[config.mk]
export PLATFORM = sky130hd
export DESIGN_NAME = cpu_controller
export DESIGN_NICKNAME = d
export VERILOG_FILES = /design/src/rtl/cpu_controller.sv
export SDC_FILE = /design/constraint.sdc
export NUM_CORES = 1
export LEC_CHECK = 0
export CAP_MARGIN = 20
export CORE_ASPECT_RATIO = 1.4
export CORE_MARGIN = 1.5
export CORE_UTILIZATION = 35
export DETAILED_ROUTE_END_ITERATION = 8
export HOLD_SLACK_MARGIN = 0.03
export PLACE_DENSITY = 0.74
export SETUP_SLACK_MARGIN = 0.5
export SYNTH_ARGS = -nofsm -noshare
export SYNTH_HDL_FRONTEND = slang
export SYNTH_SLANG_ARGS = --single-unit
[constraint.sdc]
create_clock -name clk -period 1.6 [get_ports clk]
set_input_delay 0.16 -clock clk [delete_from_list [all_inputs] [get_ports clk]]
set_output_delay 0.16 -clock clk [all_outputs]
set_load 0.01 [all_outputs]
[src/rtl/cpu_controller.sv]
// Multi-cycle control unit for the 16-bit datapath: sequences fetch, decode, execute,
// memory and writeback from a latched opcode, with a ready-stalled memory handshake.
module cpu_controller #(
  parameter int unsigned INIT_CYCLES = 2
) (
  input  logic        clk,
  input  logic        reset,
  input  logic [15:0] instr,
  input  logic        mem_ready,
  input  logic        zero_flag,
  output logic        pc_reset,
  output logic        reg_reset,
  output logic        flag_reset,
  output logic        ir_load,
  output logic        pc_inc,
  output logic        pc_load,
  output logic        reg_we,
  output logic [2:0]  alu_op,
  output logic        flag_we,
  output logic        mem_re,
  output logic        mem_we,
  output logic        halted,
  output logic [15:0] retired
);

  localparam int unsigned CntW = (INIT_CYCLES > 1) ? $clog2(INIT_CYCLES) : 1;

  localparam logic [3:0] OpAdd  = 4'h1;
  localparam logic [3:0] OpSub  = 4'h2;
  localparam logic [3:0] OpAnd  = 4'h3;
  localparam logic [3:0] OpOr   = 4'h4;
  localparam logic [3:0] OpLdi  = 4'h5;
  localparam logic [3:0] OpLd   = 4'h6;
  localparam logic [3:0] OpSt   = 4'h7;
  localparam logic [3:0] OpJmp  = 4'h8;
  localparam logic [3:0] OpBeq  = 4'h9;
  localparam logic [3:0] OpHalt = 4'hA;

  localparam logic [2:0] AluAdd  = 3'd0;
  localparam logic [2:0] AluSub  = 3'd1;
  localparam logic [2:0] AluAnd  = 3'd2;
  localparam logic [2:0] AluOr   = 3'd3;
  localparam logic [2:0] AluPass = 3'd4;

  typedef enum logic [2:0] {
    StInit,
    StFetch,
    StDecode,
    StExecute,
    StMem,
    StWriteback,
    StHalted
  } state_e;

  state_e            state_q, state_d;
  logic [3:0]        opcode_q;
  logic [CntW-1:0]   init_cnt_q;
  logic [15:0]       retired_q;
  logic              init_done;
  logic              retire;
  logic              unused_instr;

  // Only the opcode field is consumed here; the operand fields go straight to the datapath IR.
  assign unused_instr = ^instr[11:0];
  assign init_done    = (init_cnt_q == CntW'(INIT_CYCLES - 1));
  assign retired      = retired_q;

  always_comb begin
    state_d    = state_q;
    pc_reset   = 1'b0;
    reg_reset  = 1'b0;
    flag_reset = 1'b0;
    ir_load    = 1'b0;
    pc_inc     = 1'b0;
    pc_load    = 1'b0;
    reg_we     = 1'b0;
    alu_op     = AluAdd;
    flag_we    = 1'b0;
    mem_re     = 1'b0;
    mem_we     = 1'b0;
    halted     = 1'b0;
    unique case (state_q)
      StInit: begin
        pc_reset   = 1'b1;
        reg_reset  = 1'b1;
        flag_reset = 1'b1;
        if (init_done) state_d = StFetch;
      end
      StFetch: begin
        mem_re = 1'b1;
        if (mem_ready) begin
          ir_load = 1'b1;
          pc_inc  = 1'b1;
          state_d = StDecode;
        end
      end
      StDecode: state_d = StExecute;
      StExecute: begin
        state_d = StFetch;
        case (opcode_q)
          OpAdd: begin alu_op = AluAdd; reg_we = 1'b1; flag_we = 1'b1; end
          OpSub: begin alu_op = AluSub; reg_we = 1'b1; flag_we = 1'b1; end
          OpAnd: begin alu_op = AluAnd; reg_we = 1'b1; flag_we = 1'b1; end
          OpOr:  begin alu_op = AluOr;  reg_we = 1'b1; flag_we = 1'b1; end
          OpLdi: begin alu_op = AluPass; reg_we = 1'b1; end
          OpLd, OpSt: state_d = StMem;
          OpJmp:  pc_load = 1'b1;
          OpBeq:  pc_load = zero_flag;
          OpHalt: state_d = StHalted;
          default: ;
        endcase
      end
      StMem: begin
        // Only LD and ST reach this state.
        if (opcode_q == OpLd) mem_re = 1'b1;
        else                  mem_we = 1'b1;
        if (mem_ready) state_d = (opcode_q == OpLd) ? StWriteback : StFetch;
      end
      StWriteback: begin
        reg_we  = 1'b1;
        alu_op  = AluPass;
        state_d = StFetch;
      end
      StHalted: halted = 1'b1;
      default:  state_d = StInit;
    endcase
  end

  assign retire = (state_d == StFetch || state_d == StHalted) &&
                  (state_q == StExecute || state_q == StMem || state_q == StWriteback);

  always_ff @(posedge clk or posedge reset) begin
    if (reset) begin
      state_q    <= StInit;
      opcode_q   <= 4'h0;
      init_cnt_q <= '0;
      retired_q  <= 16'h0000;
    end else begin
      state_q <= state_d;
      if (ir_load) opcode_q <= instr[15:12];
      if (state_q == StInit && !init_done) init_cnt_q <= init_cnt_q + CntW'(1);
      if (retire) retired_q <= retired_q + 16'd1;
    end
  end

endmodule

==> metrics.md, run 1 <==
| Metric | Value |
|---|---|
| Area Growth Syn to Fin | `93.7%` |
| Number of detailed-route iterations in the first pass | `4` |
| Top post-synthesis cells by area | `dfrtp_1 41%, xor2_1 7.9%, a211oi_2 3.5%` |
| Mean Syn Cell Area | `a little over 10 um2` |
| Row Count | `27` |
| Yosys cell types | `43` |
| Reg2Reg Setup Slack | `-280 ps` |
| Worst r2r src | `opcode_q[2]` |
| Hold Fails Final Rpt | `0` |
| DP Worst Slack | `-241 ps` |
| Routed vias | `approximately 1,500` |
| Seq/Total Area, Yosys | `approximately two fifths` |
| Worst Max-Slew Pin Slew | `~430 ps` |
| Critical Path AT | `approximately 1700 ps` |
| R2r endpoint | `retired[11]` |
| Post-layout minimum cycle time | `~1900 ps` |
| Top-area cell type share of the netlist area | `between 40 and 50%` |
| Starting DRT DRC Count | `49` |
| Top Family by Delay on Critical Path | `simple AND/OR/NAND/NOR gates` |
| CP Capture Type | `primary output` |
| Top_reg_cell synth | `dfrtp_1` |
| Max_cap viols | `0` |
| Die X | `57.4 um` |
| Largest net degree at the start of global routing | `25` |
| Kind of critical path | `flop to primary output` |
| Number of enable flip-flop cells after synthesis | `0` |
| I/O Pins | `50` |
| Clock sinks | `24` |
| Hold Crit Class | `input port to asynchronous set/reset pin` |
| Top cells by count, synth | `24 x dfrtp_1, 13 x xor2_1, 9 x nor2_1` |
| CTS tree | `done` |
| Most numerous cell on the critical path | `buf_6` |
| Post-route DRC | `0` |
| Initial antenna violation count | `0` |
| CP Cell Sequence | `buf_6 -> buf_4 -> buf_6 -> or3_4 -> and3_4 -> buf_6` |
| Post-route ant nets | `0` |
| Fraction of registers with async set/reset | `100%` |
| Worst VDD drop | `between 1.5 and 2 mV` |
| Pins Over Slew Limit | `0` |
| CTS Hold Buffers Added | `0` |
| Power Density | `2070 nW/um2` |
| GRT Total Usage | `a little over a fifth` |
| WL per Instance | `roughly 16 um` |
| Synthesized flop and latch total | `24` |
| H-tree depth | `1` |
| Starting Density | `a little over a third` |
| Post-DP HPWL | `between 2 and 3 mm` |
| Height of the die | `roughly 80 um` |
| Slowest stage cell, crit path | `dfrtp_1` |
| Number of diodes | `0` |
| # port buffers | `37` |
| Worst Path Required | `about 1400 ps` |
| Synthesis Warnings | `0` |
| Die footprint | `about 4500 um2` |
| Worst setup margin | `-275 ps` |
| Cells after synthesis | `roughly 140` |
| Tcrit/Tclk final | `117%` |
| Achievable Freq | `about 0.53 GHz` |
| Ratio of cells with drive above 1 in the final layout | `around 66%` |
| Synth Cell Area | `1450 um2` |
| Buf/Inv on CP | `4` |
| Top-count cell post-synth | `dfrtp_1` |
| Vias in the first global route | `approximately 1,600` |
| Core ar. | `slightly below 4000 um2` |
| Synth area leader | `dfrtp_1` |
| Startpoint types | `flop` |
| Setup Skew | `roughly 0.79 ps` |
| CTS root buf | `clkbuf_8` |
| Critical path's largest stage delay | `about 400 ps` |
| Failing checks | `setup timing` |
| Post-Route WL | `about 4.8 mm` |
| CTS Buf Count | `3` |
| Status | `complete, but fails checks` |
| RSZ-0062 raised after global routing | `true` |
| Crit-path max FO | `4` |
| Post-Syn Nets | `roughly 160` |
| Worst-skew pair later-pin latency | `260 ps` |
| Final setup vio count | `30` |
| Worst R2R Path Depth | `7` |
| # nets final | `273` |
| GRT overflow | `0` |
| First-pass GRT wire length | `roughly 7.5 mm` |
| Final hold slack | `around 230 ps` |
| Via/cell ratio | `roughly 5.2` |
| Max-Slew Margin vs Limit | `a little under three quarters` |
| CTS Buffer Depth | `2` |
| Clk slew on worst S/H paths | `about 80 ps` |
| Static Leak | `between 0.001 and 0.0015 uW` |
| Placer Congestion | `roughly 0.9` |
[layer usage]
| layer | vias up | wire (um) | global-route usage, % |
|---|---|---|---|
| met5 | - | 0 | 0 |
| met2 | 43 | 2750 | 40.0 |
| met3 | 13 | 162 | 2.28 |
| li1 | 710 | - | - |
| met4 | 0 | 136 | 10.2 |
| met1 | 751 | 1760 | 22.6 |
[sequential cells by signal, indices dropped and copies added, names as in the netlist]
signal	cells
state_q	3
init_cnt_q	1
opcode_q	4
retired	16
[per-stage QoR]
stage | util (%) | std cells | power [uW] | area (um2) | setup TNS (ps)
3_3_place_gp | 52.7 | 242 | 3640 | 2080 | -2550
5_1_grt | 70.9 | 293 | 6120 | 2800 | -7390
3_5_place_dp | 52.7 | 242 | 3740 | 2080 | -3860
4_1_cts | 66.1 | 286 | 5230 | 2610 | -3750
6_report | 70.9 | 293 | 5810 | 2800 | -5210
2_1_floorplan | - | 141 | 2590 | 1520 | -61.2
[layout make-up]
type	count	area [um2]
Clock buffer	3	41.3
Fill cell	285	1150
Inverter	5	18.8
Multi-Input combinational cell	101	1010
Sequential cell	24	604
Tap cell	43	53.8
Timing Repair Buffer	117	1080
[where the power goes]
group | internal (uW) | total [uW] | switching (uW) | leakage [uW]
registers | 871 | 1150 | 275 | 0.000261
clock network | 168 | 348 | 179 | 0.0000216
logic | 2460 | 4310 | 1860 | 0.000940
[cells in the final DEF (no fill, tap or decap), types with 2 or more instances in the layout]
cell type / n
a21oi_2: 5
xnor2_1: 2
buf_6: 56
clkbuf_2: 2
and3_1: 2
o21ai_1: 3
buf_4: 38
mux2_4: 5
nor2_1: 6
nor4b_4: 2
nand2_1: 8
nor2_4: 2
o21ai_4: 2
dfrtp_1: 21
nand3_1: 6
a2111oi_4: 2
clkbuf_8: 3
dfrtp_2: 3
nor3_2: 2
a2111oi_2: 2
xor2_1: 13
buf_2: 12
clkdlybuf4s15_1: 2
nand2b_4: 3
nor2b_4: 2
a211oi_2: 5
a21oi_4: 3
clkdlybuf4s50_1: 7
inv_1: 4
o21ai_2: 2
[worst max-delay path by stage]
stage / depth (start not counted) / endpoint / startpoint / slack [ps]
global placement: 4 / pc_load / zero_flag / -190
finish: 6 / flag_we / opcode_q[2] / -280
detailed placement: 5 / retired[1] / opcode_q[0] / -240
floorplan: 6 / retired[1] / opcode_q[2] / -10
global route: 8 / retired[10] / opcode_q[2] / -360
CTS: 7 / retired[11] / opcode_q[2] / -250
[cells by family (layout without fill, tap and decap cells)]
group	Yosys count	after routing	synth area share [%]
flops	24	24	41.5
buf+inv	16	125	6.31
fa+ha+maj	1	1	0.864
xor+xnor	16	16	9.68
compound gates	29	29	15.6
mux	6	6	4.58
simple gates	49	49	21.4
[tightest hold or removal path, delay by kind of cell]
kind,cells,cell delay (ps)
buffers and inverters,3,740
[repair_timing]
item	in CTS	in global routing
endpoints found under the hold margin	0	0
buffers inserted	41	7
gates cloned	0	0
pin swaps	27	20
setup endpoints to repair	54	50
resized for setup	189	35
Note: power is estimated with default switching activity, not from simulation.
==> run 2: changes to the inputs <==
--- a/config.mk
+++ b/config.mk
@@ -9,6 +9,7 @@
 export CORE_ASPECT_RATIO = 1.4
 export CORE_MARGIN = 1.5
 export CORE_UTILIZATION = 35
+export CTS_CLUSTER_SIZE = 24
 export DETAILED_ROUTE_END_ITERATION = 8
 export HOLD_SLACK_MARGIN = 0.03
 export PLACE_DENSITY = 0.74
==> results of run 2 <==
No change in the layout: final DEF, timing and power equal those of run 1.
==> run 3: changes to the inputs <==
--- a/config.mk
+++ b/config.mk
@@ -5,7 +5,7 @@
 export SDC_FILE = /design/constraint.sdc
 export NUM_CORES = 1
 export LEC_CHECK = 0
-export CAP_MARGIN = 20
+export CAP_MARGIN = 30
 export CORE_ASPECT_RATIO = 1.4
 export CORE_MARGIN = 1.5
 export CORE_UTILIZATION = 35
==> results of run 3 <==
No change in the layout: final DEF, timing and power equal those of run 1.
